===== src/rtl/video_dither_gen_if.sv =====
// Pixel-side bundle for video_dither_gen: mode request, sync/enable and RGB in,
// delayed sync/enable and reduced-depth RGB out.
interface video_dither_gen_if #(
    parameter int unsigned INBITS  = 8,
    parameter int unsigned OUTBITS = 4
);
    logic [1:0]         mode;
    logic               hsync;
    logic               vsync;
    logic               vid_ena;
    logic [INBITS-1:0]  iRed;
    logic [INBITS-1:0]  iGreen;
    logic [INBITS-1:0]  iBlue;
    logic               oHsync;
    logic               oVsync;
    logic               oVid_ena;
    logic [OUTBITS-1:0] oRed;
    logic [OUTBITS-1:0] oGreen;
    logic [OUTBITS-1:0] oBlue;

    // Video generator side: drives pixels, observes dithered result
    modport master (
        output mode, hsync, vsync, vid_ena, iRed, iGreen, iBlue,
        input  oHsync, oVsync, oVid_ena, oRed, oGreen, oBlue
    );

    // Dither stage side
    modport slave (
        input  mode, hsync, vsync, vid_ena, iRed, iGreen, iBlue,
        output oHsync, oVsync, oVid_ena, oRed, oGreen, oBlue
    );
endinterface


===== src/rtl/video_dither_gen.sv =====
// video_dither_gen: reduces INBITS-per-channel RGB to OUTBITS-per-channel with
// run-time selectable truncate / 4x4 ordered / spatio-temporal ordered / LFSR
// noise dithering. Fixed two-clock latency for pixels, syncs and vid_ena.
// Optional feature macro DITHER_LFSR_EN: when defined, mode 3 adds LFSR noise;
// when undefined no LFSR is built and mode 3 behaves as mode 2.
module video_dither_gen #(
    parameter int unsigned INBITS    = 8,
    parameter int unsigned OUTBITS   = 4,
    parameter logic [15:0] LFSR_SEED = 16'hACE1
) (
    input  logic              clk,
    input  logic              reset_in,
    video_dither_gen_if.slave vif
);

    localparam int unsigned D   = INBITS - OUTBITS;
    localparam int unsigned TW  = (D > 0) ? D : 1;
    localparam int unsigned SW  = TW + 4;
    localparam int unsigned SHL = (D >= 4) ? D - 4 : 0;
    localparam int unsigned SHR = (D >= 4) ? 0 : 4 - D;

    // Elaboration-time sanity checks on the configuration
    if (INBITS < OUTBITS) begin : g_bad_width
        $error("video_dither_gen: INBITS must be >= OUTBITS");
    end
    if (LFSR_SEED == 16'h0000) begin : g_bad_seed
        $error("video_dither_gen: LFSR_SEED must be nonzero");
    end

    // 4x4 Bayer matrix, row-major
    function automatic logic [3:0] bayer(input logic [1:0] row, input logic [1:0] col);
        logic [3:0] v;
        case ({row, col})
            4'd0:    v = 4'd0;
            4'd1:    v = 4'd8;
            4'd2:    v = 4'd2;
            4'd3:    v = 4'd10;
            4'd4:    v = 4'd12;
            4'd5:    v = 4'd4;
            4'd6:    v = 4'd14;
            4'd7:    v = 4'd6;
            4'd8:    v = 4'd3;
            4'd9:    v = 4'd11;
            4'd10:   v = 4'd1;
            4'd11:   v = 4'd9;
            4'd12:   v = 4'd15;
            4'd13:   v = 4'd7;
            4'd14:   v = 4'd13;
            default: v = 4'd5;
        endcase
        return v;
    endfunction

    // Stage-1 registers (these also serve as previous-cycle sync/enable for edge detect)
    logic               hs1_q, vs1_q, ven1_q;
    logic [INBITS-1:0]  red1_q, grn1_q, blu1_q;
    logic [TW-1:0]      t1_q, t_d;

    // Raster counters and latched mode
    logic [1:0]         x_q, x_d;
    logic [1:0]         y_q, y_d;
    logic [1:0]         frame_q, frame_d;
    logic [1:0]         mode_q, mode_d;
    logic               vs_rise, ven_fall;

    // Stage-2 (output) registers
    logic               hs2_q, vs2_q, ven2_q;
    logic [OUTBITS-1:0] red2_q, grn2_q, blu2_q;
    logic [OUTBITS-1:0] red_d, grn_d, blu_d;

    // Bayer lookup path
    logic               stagger;
    logic [1:0]         bx, by;
    logic [3:0]         bval;

`ifdef DITHER_LFSR_EN
    logic [15:0]        lfsr_q, lfsr_d;

    // Noise LFSR, taps x^16+x^14+x^13+x^11, steps only during active video
    always_comb begin
        lfsr_d = lfsr_q;
        if (vif.vid_ena) begin
            lfsr_d = {lfsr_q[0] ^ lfsr_q[2] ^ lfsr_q[3] ^ lfsr_q[5], lfsr_q[15:1]};
        end
    end

    // LFSR state register
    always_ff @(posedge clk or posedge reset_in) begin
        if (reset_in) begin
            lfsr_q <= LFSR_SEED;
        end else begin
            lfsr_q <= lfsr_d;
        end
    end
`endif

    // Counter / mode-latch next state; vsync rise beats a same-cycle vid_ena fall
    always_comb begin
        x_d      = x_q;
        y_d      = y_q;
        frame_d  = frame_q;
        mode_d   = mode_q;
        vs_rise  = vif.vsync & ~vs1_q;
        ven_fall = ven1_q & ~vif.vid_ena;
        x_d      = vif.vid_ena ? x_q + 2'd1 : 2'd0;
        if (vs_rise) begin
            y_d     = 2'd0;
            frame_d = frame_q + 2'd1;
            mode_d  = vif.mode;
        end else if (ven_fall) begin
            y_d = y_q + 2'd1;
        end
    end

    // Threshold for the current pixel, shared by all three channels
    always_comb begin
        t_d     = '0;
        stagger = (mode_q == 2'd2);
`ifndef DITHER_LFSR_EN
        stagger = stagger | (mode_q == 2'd3);
`endif
        bx   = x_q + (stagger ? {frame_q[0], 1'b0} : 2'b00);
        by   = y_q + (stagger ? {frame_q[1], 1'b0} : 2'b00);
        bval = bayer(by, bx);
        if (mode_q != 2'd0) begin
            t_d = TW'((SW'(bval) << SHL) >> SHR);
        end
`ifdef DITHER_LFSR_EN
        if (mode_q == 2'd3) begin
            t_d = TW'(lfsr_q);
        end
`endif
    end

    // Stage 1: capture inputs, threshold and counters
    always_ff @(posedge clk or posedge reset_in) begin
        if (reset_in) begin
            hs1_q   <= 1'b0;
            vs1_q   <= 1'b0;
            ven1_q  <= 1'b0;
            red1_q  <= '0;
            grn1_q  <= '0;
            blu1_q  <= '0;
            t1_q    <= '0;
            x_q     <= 2'd0;
            y_q     <= 2'd0;
            frame_q <= 2'd0;
            mode_q  <= 2'd0;
        end else begin
            hs1_q   <= vif.hsync;
            vs1_q   <= vif.vsync;
            ven1_q  <= vif.vid_ena;
            red1_q  <= vif.iRed;
            grn1_q  <= vif.iGreen;
            blu1_q  <= vif.iBlue;
            t1_q    <= t_d;
            x_q     <= x_d;
            y_q     <= y_d;
            frame_q <= frame_d;
            mode_q  <= mode_d;
        end
    end

    if (D == 0) begin : g_pass
        // No bits to drop: data passes straight through
        always_comb begin
            red_d = OUTBITS'(red1_q);
            grn_d = OUTBITS'(grn1_q);
            blu_d = OUTBITS'(blu1_q);
        end
    end else begin : g_dith
        // Add threshold one bit wider than the pixel, saturate on carry, keep MSBs
        function automatic logic [OUTBITS-1:0] add_sat(input logic [INBITS-1:0] px,
                                                       input logic [TW-1:0]     t);
            logic [INBITS:0] s;
            s = {1'b0, px} + (INBITS+1)'(t);
            return s[INBITS] ? {OUTBITS{1'b1}} : s[INBITS-1:D];
        endfunction

        // Per-channel dither with the shared threshold
        always_comb begin
            red_d = add_sat(red1_q, t1_q);
            grn_d = add_sat(grn1_q, t1_q);
            blu_d = add_sat(blu1_q, t1_q);
        end
    end

    // Stage 2: register outputs, blank pixels outside active video
    always_ff @(posedge clk or posedge reset_in) begin
        if (reset_in) begin
            hs2_q  <= 1'b0;
            vs2_q  <= 1'b0;
            ven2_q <= 1'b0;
            red2_q <= '0;
            grn2_q <= '0;
            blu2_q <= '0;
        end else begin
            hs2_q  <= hs1_q;
            vs2_q  <= vs1_q;
            ven2_q <= ven1_q;
            red2_q <= ven1_q ? red_d : '0;
            grn2_q <= ven1_q ? grn_d : '0;
            blu2_q <= ven1_q ? blu_d : '0;
        end
    end

    assign vif.oHsync   = hs2_q;
    assign vif.oVsync   = vs2_q;
    assign vif.oVid_ena = ven2_q;
    assign vif.oRed     = red2_q;
    assign vif.oGreen   = grn2_q;
    assign vif.oBlue    = blu2_q;

endmodule


===== src/flat_wrapper.sv =====
// flat-port wrapper written by rule: the top's interface ports become plain ports
module video_dither_gen_flat 
#(
    parameter int unsigned INBITS    = 8,
    parameter int unsigned OUTBITS   = 4,
    parameter logic [15:0] LFSR_SEED = 16'hACE1
)
  (clk, reset_in, vif_mode, vif_hsync, vif_vsync, vif_vid_ena, vif_iRed, vif_iGreen, vif_iBlue, vif_oHsync, vif_oVsync, vif_oVid_ena, vif_oRed, vif_oGreen, vif_oBlue);
  video_dither_gen_if #(.INBITS(INBITS), .OUTBITS(OUTBITS)) vif_i ();
  input  logic clk;
  input  logic reset_in;
  input wire logic [$bits(vif_i.mode)-1:0] vif_mode;
  input wire logic [$bits(vif_i.hsync)-1:0] vif_hsync;
  input wire logic [$bits(vif_i.vsync)-1:0] vif_vsync;
  input wire logic [$bits(vif_i.vid_ena)-1:0] vif_vid_ena;
  input wire logic [$bits(vif_i.iRed)-1:0] vif_iRed;
  input wire logic [$bits(vif_i.iGreen)-1:0] vif_iGreen;
  input wire logic [$bits(vif_i.iBlue)-1:0] vif_iBlue;
  output wire logic [$bits(vif_i.oHsync)-1:0] vif_oHsync;
  output wire logic [$bits(vif_i.oVsync)-1:0] vif_oVsync;
  output wire logic [$bits(vif_i.oVid_ena)-1:0] vif_oVid_ena;
  output wire logic [$bits(vif_i.oRed)-1:0] vif_oRed;
  output wire logic [$bits(vif_i.oGreen)-1:0] vif_oGreen;
  output wire logic [$bits(vif_i.oBlue)-1:0] vif_oBlue;
  assign vif_i.mode = vif_mode;
  assign vif_i.hsync = vif_hsync;
  assign vif_i.vsync = vif_vsync;
  assign vif_i.vid_ena = vif_vid_ena;
  assign vif_i.iRed = vif_iRed;
  assign vif_i.iGreen = vif_iGreen;
  assign vif_i.iBlue = vif_iBlue;
  assign vif_oHsync = vif_i.oHsync;
  assign vif_oVsync = vif_i.oVsync;
  assign vif_oVid_ena = vif_i.oVid_ena;
  assign vif_oRed = vif_i.oRed;
  assign vif_oGreen = vif_i.oGreen;
  assign vif_oBlue = vif_i.oBlue;
  video_dither_gen #(.INBITS(INBITS), .OUTBITS(OUTBITS), .LFSR_SEED(LFSR_SEED)) u_core (.clk(clk), .reset_in(reset_in), .vif(vif_i));
endmodule

===== config.mk =====
export PLATFORM = sky130hd
export DESIGN_NAME = video_dither_gen_flat
export DESIGN_NICKNAME = d
export VERILOG_FILES = /design/src/rtl/video_dither_gen_if.sv /design/src/rtl/video_dither_gen.sv /design/src/flat_wrapper.sv
export SDC_FILE = /design/constraint.sdc
export NUM_CORES = 1
export LEC_CHECK = 0
export BUFFER_PORTS_ARGS = -buffer_cell sky130_fd_sc_hd__clkbuf_2
export CORE_ASPECT_RATIO = 0.6
export CORE_UTILIZATION = 39
export DETAILED_ROUTE_END_ITERATION = 10
export HOLD_SLACK_MARGIN = 0.15
export PLACE_DENSITY = 0.69
export SLEW_MARGIN = 25
export SYNTH_ARGS = -nofsm -noshare
export SYNTH_HDL_FRONTEND = slang
export SYNTH_SLANG_ARGS = --single-unit

===== constraint.sdc =====
create_clock -name clk -period 1.6 [get_ports clk]
set_clock_uncertainty 0.05 [all_clocks]
set_input_delay 0.08 -clock clk [delete_from_list [all_inputs] [get_ports clk]]
set_output_delay 0.08 -clock clk [all_outputs]
set_load 0.02 [all_outputs]

Word level (Yosys, flattened, before mapping)
Memories as Yosys holds them, arrays and structs flattened.
Index checks and enable logic that the tools add are counted.
{ "word_totals": {"ramBits": 0, "latch_bits": 0, "register_bits": 54, "in_bits": 31, "n_memories": 1, "mem_bits_ro": 64, "out_inout_bits": 15} }
{ "memory_table": {"columns": ["name", "words", "word_bits", "read_ports", "rd_ports_with_merged_regs", "wr", "line", "source"], "rows": [
  ["(no name shown)", 16, 4, 1, 0, 0, "video_dither_gen.sv:33", "case ({row, col})"]
]} }
{ "classes": {"n_lt_le_gt_ge": 0, "reduce_logical": 2, "multipliers": 0, "n_eq_ne": 2, "muxes": 12, "bitwise": 5, "add_sub_neg": 8, "shifts": 0, "div": 0} }
{ "op_table": {"columns": ["op", "n"], "rows": [
  ["two-way mux 4 bit", 7],
  ["adder 8 x 4 -> 9 bit", 3],
  ["two-way mux 2 bit", 5],
  ["adder 2 x 1 -> 2 bit (second input constant)", 3],
  ["adder 2 bit", 2],
  ["equality test 2 bit (second input constant)", 2],
  ["nonzero test 2 bit", 2],
  ["AND 1 bit", 2],
  ["inverter 1 bit", 2],
  ["bitwise OR 1 bit", 1]
]} }

Depth between registers and ports, before layout
Gate-level depths: netlist of run 1.
An unclocked memory read counts as a cell.
{ "depth": {"ltp_word": 6, "mapped_depth": 5, "depth_no_buf": 5} }

Worst setup path after synthesis of run 1
No wires, ideal clock.
{ "synth_path": {"kind": "register to register", "from": "register u_core.t1_q[2]", "to": "register u_core.red2_q[2], in the netlist u_core.vif.oRed[2]", "period_less_slack_ps": 1480, "path_stages_with_launch": 6, "setup_ps": 120, "path_buffers": 0, "required_ps": 1430, "t_arrival_ps": 1310, "path_slack_ps": 120, "cell_sequence": "dfrtp_1 -> ha_1 -> o21ai_0 -> a22oi_2 -> a31o_2 -> o211a_1"} }
{ "synth_between": {"elab_chain_cells": 3} }
{ "synth_rtl": {"columns": ["element", "line", "source"], "rows": [
  ["start: declaration", "video_dither_gen.sv:57", "logic [TW-1:0] t1_q, t_d;"],
  ["start signal: assignment", "video_dither_gen.sv:156", "t1_q <= t_d;"],
  ["adder 8 x 4 -> 9 bit", "video_dither_gen.sv:176", "s = {1'b0, px} + (INBITS+1)'(t);"],
  ["two-way mux 4 bit", "video_dither_gen.sv:177", "return s[INBITS] ? {OUTBITS{1'b1}} : s[INBITS-1:D];"],
  ["two-way mux 4 bit", "video_dither_gen.sv:201", "red2_q <= ven1_q ? red_d : '0;"],
  ["end signal: assignment", "video_dither_gen.sv:201", null],
  ["end: declaration", "video_dither_gen.sv:68", "logic [OUTBITS-1:0] red2_q, grn2_q, blu2_q;"]
]} }
No other way between the ends.
A chain may end at the register's enable or synchronous reset.

Worst setup path after layout of run 1
{ "layout_path": {"from": "register u_core.t1_q[1]", "to": "register u_core.blu2_q[1], in the netlist u_core.vif.oBlue[1]"} }
{ "layout_between": {"elab_chain_cells": 3} }
{ "layout_rtl": {"columns": ["element", "line", "source"], "rows": [
  ["adder 8 x 4 -> 9 bit", "video_dither_gen.sv:176", null],
  ["two-way mux 4 bit", "video_dither_gen.sv:177", null],
  ["two-way mux 4 bit", "video_dither_gen.sv:203", "blu2_q <= ven1_q ? blu_d : '0;"],
  ["end signal: assignment", "video_dither_gen.sv:203", null],
  ["end: declaration", "video_dither_gen.sv:68", null]
]} }
No other way between the ends.

==> results.toml, run 1 <==
[cts]
clk_path_buf_depth = 2
clockRootBuffer = "clkbuf_8"
cts.sinks = 54
cts.clk_slew.worst_paths_ns = 0.09
cts_inserted_buffers = 5
cts_tree = "yes"
htreeDepth = 2
clock_latency_ns = 0.30

[power_and_ir_drop]
p_leak_nw = 1.37
p_sw_mw = 0.958
powerDensity_nw_per_um2 = 1120
pwr-share-comb_pct = 25.4
p_clk_share_pct = 22.6
p_sw_share_pct = 29.9
p_seq_share_pct = 51.9
power.internal_mw = 2.25
vdd_drop_max_v = 0.000595

[placement]
place_congestion = 0.711
dp_hpwl_mm = 2.55
placed_area_um2 = 2340
io_buffers = 45

[die]
die_area_um2 = 5460
pin_count = 46
rows = 19
core_um2 = 4750
start_util_pct = 42.3
die_w_um = 94.7
fp.dieH_um = 57.6

[global_routing]
track_usage_pct = 16.0
grt_max_degree = 55
grt_pass1_wl_mm = 6.42
first_global_vias = 1358
grt-ovfl-total = 0
antenna_found_initial = 0

[logic_synthesis]
synthTopCellsByArea = "dfrtp_1 67%, ha_1 5.6%, nand2_1 2.6%"
synth_enable_flop_cells = 0
synthCells = 152
syn_area_um2 = 2010
synth.ff_latch_count = 54
yosysWarningCount = 0
synth_top_area_share_pct = 67.2
avgSynthCellArea_um2 = 13.2
synth.cells.most_frequent = "54 x dfrtp_1, 14 x nand2_1, 10 x o21ai_0"
synth_cell_types = 29
yosysSeqAreaShare_pct = 67.2
synthFlopType = "dfrtp_1"
yosysTopAreaCell = "dfrtp_1"
synth_nets = 192
synth.most_common_cell = "dfrtp_1"
ys_async_sr_fraction_pct = 100

[setup_path]
endpoint_kind = "register"
start_kind = "register"
cpPeakStageDelay_ns = 0.43
r2r_end = "u_core.vif.oBlue[1]$_DFF_PP0_"
slowest_stage = "dfrtp_1"
worstSetupPathType = "reg -> reg"
ff2ff_path_depth = 5
critPathCapture = "u_core.vif.oBlue[1]$_DFF_PP0_"
r2r-start = "u_core.t1_q[1]$_DFF_PP0_"
startpoint = "u_core.t1_q[1]$_DFF_PP0_"
worstPathMaxFanout = 4
rrSetupSlack_ns = -0.09
worstPathRequired_ns = 1.76
crit_path_cell_trace = "ha_1 -> nand3_2 -> a221oi_4 -> nor2_2 -> a311oi_2"
arrival_ns = 1.85

[route]
avgViaCountPerCell = 4.59
first_pass_iters = 4
drc_errors = 0
drtIter0Drc = 49
routed_wl_mm = 4.08
drtAntennaViolNets = 0
wire_per_inst_um = 13.4
vias = 1399

[cells_and_area]
fin_nets = 281
diodes = 0
syn2layout_area_growth_pct = 42.2
design_area_um2 = 2860
drive_above_1_share_pct = 35.1

[sta]
slew_viol_final = 0
max_slew_margin_pct = 77.2
rsz0062_at_grt = "yes"
layout_setup_ws_ns = -0.0886
fmax_mhz = 592
tightest_slew_ns = 0.341
hold_viol = 0
period_share_pct = 106
tns_ns = -0.145
setup_violations = 4
fin_crit_ns = 1.69

[run]
drv_cap = 0

[status]
status = "finished with violations"
violations = "setup timing"

[min_path]
hp-class = "in -> async"
per-layer routing:
layer,share of wire (%),track usage (%),up-vias
met4,0.78,5.19,0
met5,0,0,-
li1,-,-,697
met1,50,23.6,660
met3,5.3,5.25,4
met2,43,22.6,38
flip-flops by register name, indices dropped and copies added (netlist names), 2 cells and up:
signal and cells:
u_core.t1_q 4, u_core.blu1_q 8, u_core.vif.oBlue 4, u_core.frame_q 2, u_core.red1_q 8, u_core.grn1_q 8, u_core.x_q 2, u_core.y_q 2
u_core.vif.oGreen 4, u_core.vif.oRed 4, u_core.mode_q 2
placed cells by master, fill, tap and decap left out, types with 3 or more instances in the layout:
master	n
nor2b_1	4
xnor2_1	5
nand3_1	4
dfrtp_1	54
o21ai_0	6
a21oi_1	4
o21ai_2	4
dlygate4sd3_1	30
inv_1	7
nor2_1	5
buf_4	7
xor2_1	5
nand2_1	13
clkbuf_8	5
ha_1	8
nand3_2	3
clkbuf_2	45
stage by stage:
stage / worst slack (ns) / instances / utilization (%) / hold slack [ns] / power [mW]
after global placement: 0.0278 / 261 / 49.3 / 0.0797 / 2.28
after detailed placement: -0.0369 / 261 / 49.3 / 0.0814 / 2.30
after global routing: -0.182 / 305 / 60.2 / 0.297 / 3.40
after CTS: -0.0196 / 301 / 57.8 / 0.294 / 3.10
after floorplan: 0.120 / 152 / - / 0.0614 / 2.10
final: -0.0886 / 305 / 60.2 / 0.295 / 3.21
critical path, delay by kind of cell, from the launching register on:
family,cells,cell delay [ns]
DFF,1,0.43
and+or+nand+nor,2,0.17
AOI/OAI and AO/OA,2,0.63
adders and majority gates,1,0.31
power groups by stage:
stage	Combinational, mW	Clock (mW)	Sequential, mW
5_1_grt	0.899	0.816	1.69
6_report	0.816	0.726	1.66
3_5_place_dp	0.617	0	1.68
2_1_floorplan	0.407	0	1.70
4_1_cts	0.701	0.747	1.65
3_3_place_gp	0.605	0	1.68
how the worst min path moves through the flow:
| stage | end | slack, ns |
|---|---|---|
| detailed placement | u_core.vif.oHsync$_DFF_PP0_ | 0.08 |
| global placement | u_core.hs1_q$_DFF_PP0_ | 0.08 |
| floorplan | u_core.blu1_q[0]$_DFF_PP0_ | 0.06 |
| finish | u_core.vif.oHsync$_DFF_PP0_ | 0.29 |
| CTS | u_core.hs1_q$_DFF_PP0_ | 0.29 |
| global route | u_core.vif.oHsync$_DFF_PP0_ | 0.30 |
what timing repair did:
action                     in CTS  in global routing
hold endpoints to repair       86                  0
buffers inserted                2                  4
cloned                          0                  0
setup endpoints to repair       2                 11
hold buffers                   30                  0
resized for setup               2                 19
pin swaps                       9                 14
cell type report:
cell class,instances,area [µm²]
Inverter,8,30.0
Multi-Input combinational cell,88,704
Timing Repair Buffer,84,609
Clock buffer,6,72.6
Sequential cell,54,1350
Tap cell,63,78.8
Clock inverter,2,13.8
Fill cell,382,1890
cell families after synthesis:
| kind of cell | synth area share (%) |
|---|---|
| compound gates | 10.3 |
| xor+xnor | 4.35 |
| fa+ha+maj | 5.60 |
| buf+inv | 1.87 |
| flops | 67.2 |
| mux | 2.11 |
| simple gates | 8.58 |
(Power assumes the default switching activity.)
==> inputs of run 2 (changes only) <==
- CELL_PAD_IN_SITES_DETAIL_PLACEMENT: unset -> 1
- CELL_PAD_IN_SITES_GLOBAL_PLACEMENT: unset -> 1
- CORE_UTILIZATION: 39 -> 38
- PLACE_DENSITY: 0.69 -> 0.8
==> run 2 against run 1 <==
Against the previous run:
- the run now ends clean
- clock power increased by 6.9%
- cell count decreased by 0.66%
- critical path type unchanged
- highest routed layer unchanged
- setup slack improved by 0.11 ns
- sequential power about the same
- critical endpoint unchanged
- via count increased by 4.0%
- core utilization decreased by 5.3 points
- sequential cell count unchanged
- global-route usage increased by 2.2 points
- critical path depth unchanged
- first-iteration DRC count decreased by 27%
==> results.toml, run 2 (synthesized netlist as in run 1, its figures left out) <==
[setup_path]
r2r-start = "u_core.t1_q[1]$_DFF_PP0_"
rrSetupSlack_ns = 0.02
start_kind = "register"
ff2ff_path_depth = 5
worstPathRequired_ns = 1.76
r2r_end = "u_core.vif.oBlue[1]$_DFF_PP0_"
worstSetupPathType = "reg -> reg"
worstPathMaxFanout = 4
arrival_ns = 1.74
endpoint_kind = "register"

[cts]
clk_path_buf_depth = 2
cts_tree = "yes"
clock_latency_ns = 0.31
clockRootBuffer = "clkbuf_8"
cts_inserted_buffers = 5
cts.clk_slew.worst_paths_ns = 0.10
cts.sinks = 54
htreeDepth = 2

[sta]
rsz0062_at_grt = "yes"
setup_violations = 0
fin_crit_ns = 1.58
max_slew_margin_pct = 72.5
tns_ns = 0
fmax_mhz = 632
slew_viol_final = 0
period_share_pct = 98.9
hold_viol = 0
tightest_slew_ns = 0.413

[cells_and_area]
fin_nets = 276
final_cell_mix = "54 x dfrtp_1, 45 x clkbuf_2, 30 x dlygate4sd3_1, 14 x nand2_1, 8 x o21ai_0"
final_common_cell = "dfrtp_1"
diodes = 0
syn2layout_area_growth_pct = 38.5
final_util_pct = 54.9
top_regs = "u_core.blu1_q (8), u_core.grn1_q (8), u_core.red1_q (8)"
instances_no_fill = 303
drive_above_1_share_pct = 30.8

[die]
rows = 20
core_um2 = 5080
start_util_pct = 39.6
die_area_um2 = 5600
fp.dieH_um = 58.4
die_w_um = 95.9
pin_count = 46

[power_and_ir_drop]
power_mw = 3.18
p_leak_nw = 1.34
powerDensity_nw_per_um2 = 1140
vdd_drop_max_v = 0.000449

[placement]
place_congestion = 0.723
dpl.cell_count = 264
dp_hpwl_mm = 3.01
io_buffers = 45

[global_routing]
first_global_vias = 1499
grt-ovfl-total = 0
track_usage_pct = 18.2
grt_max_degree = 37
antenna_found_initial = 0
grt_pass1_wl_mm = 7.29

[route]
drtAntennaViolNets = 0
first_pass_iters = 4
vias = 1455
routed_wl_mm = 4.44
drc_errors = 0
drtIter0Drc = 36
avgViaCountPerCell = 4.80
wire_per_inst_um = 14.7

[min_path]
hp-class = "in -> async"

[status]
status = "completed"

[run]
drv_cap = 0
-- run 2: worst max path at each step --
stage / depth (start not counted) / end / slack (ns) / startpoint
after global routing: 5 / u_core.vif.oBlue[1]$_DFF_PP0_ / -0.13 / u_core.t1_q[1]$_DFF_PP0_
after CTS: 5 / u_core.vif.oRed[2]$_DFF_PP0_ / -0.002 / u_core.t1_q[1]$_DFF_PP0_
after global placement: 5 / u_core.vif.oRed[2]$_DFF_PP0_ / 0.03 / u_core.t1_q[1]$_DFF_PP0_
after floorplan: 5 / u_core.vif.oRed[2]$_DFF_PP0_ / 0.12 / u_core.t1_q[2]$_DFF_PP0_
final: 5 / u_core.vif.oBlue[1]$_DFF_PP0_ / 0.02 / u_core.t1_q[1]$_DFF_PP0_
after detailed placement: 5 / u_core.vif.oRed[1]$_DFF_PP0_ / -0.05 / u_core.t1_q[3]$_DFF_PP0_
-- run 2: per-layer routing --
metal	routed length, µm	share of wire [%]	vias up	track usage, %
li1	-	-	688	-
met1	2110	47	726	24.0
met2	2130	48	35	30.1
met3	167	3.8	6	5.17
met4	38	0.86	0	4.48
met5	0	0	-	0
-- run 2: final cells by class --
type / instances / area (µm²)
fill: 534 / 2290
sequential: 54 / 1350
multi-input combinational: 88 / 657
timing repair buffer: 79 / 572
tap: 66 / 82.6
clock buffer: 5 / 68.8
inverter: 8 / 30.0
clock inverter: 3 / 25.0
-- run 2: per-stage QoR --
stage	hold slack (ns)	worst slack, ns	instance area (µm²)
after global routing	0.256	-0.126	2790
after global placement	0.0209	0.0345	2350
after detailed placement	0.0268	-0.0483	2350
after floorplan	0.0614	0.120	2010
after CTS	0.236	-0.00238	2750
final	0.234	0.0178	2790
-- run 2: repair_timing --
action / 4_1_cts / 5_1_grt
endpoints found under the hold margin: 86 / 0
hold buffers: 30 / 0
pin swaps: 5 / 7
setup endpoints to repair: 3 / 11
buffers inserted: 0 / 1
gates cloned: 0 / 0
resized for setup: 2 / 9
-- run 2: where the power goes --
part           internal [mW]  total, mW  switching [mW]
sequential              1.52       1.66           0.141
clock                  0.317      0.776           0.459
combinational          0.367      0.747           0.381
total                   2.20       3.18           0.981
-- run 2: critical path, stage by stage, from the launching register on --
cell	delay (ns)
dfrtp_1	0.41
ha_1	0.29
nand3_2	0.10
a221oi_4	0.35
nor2_1	0.07
a311oi_1	0.21
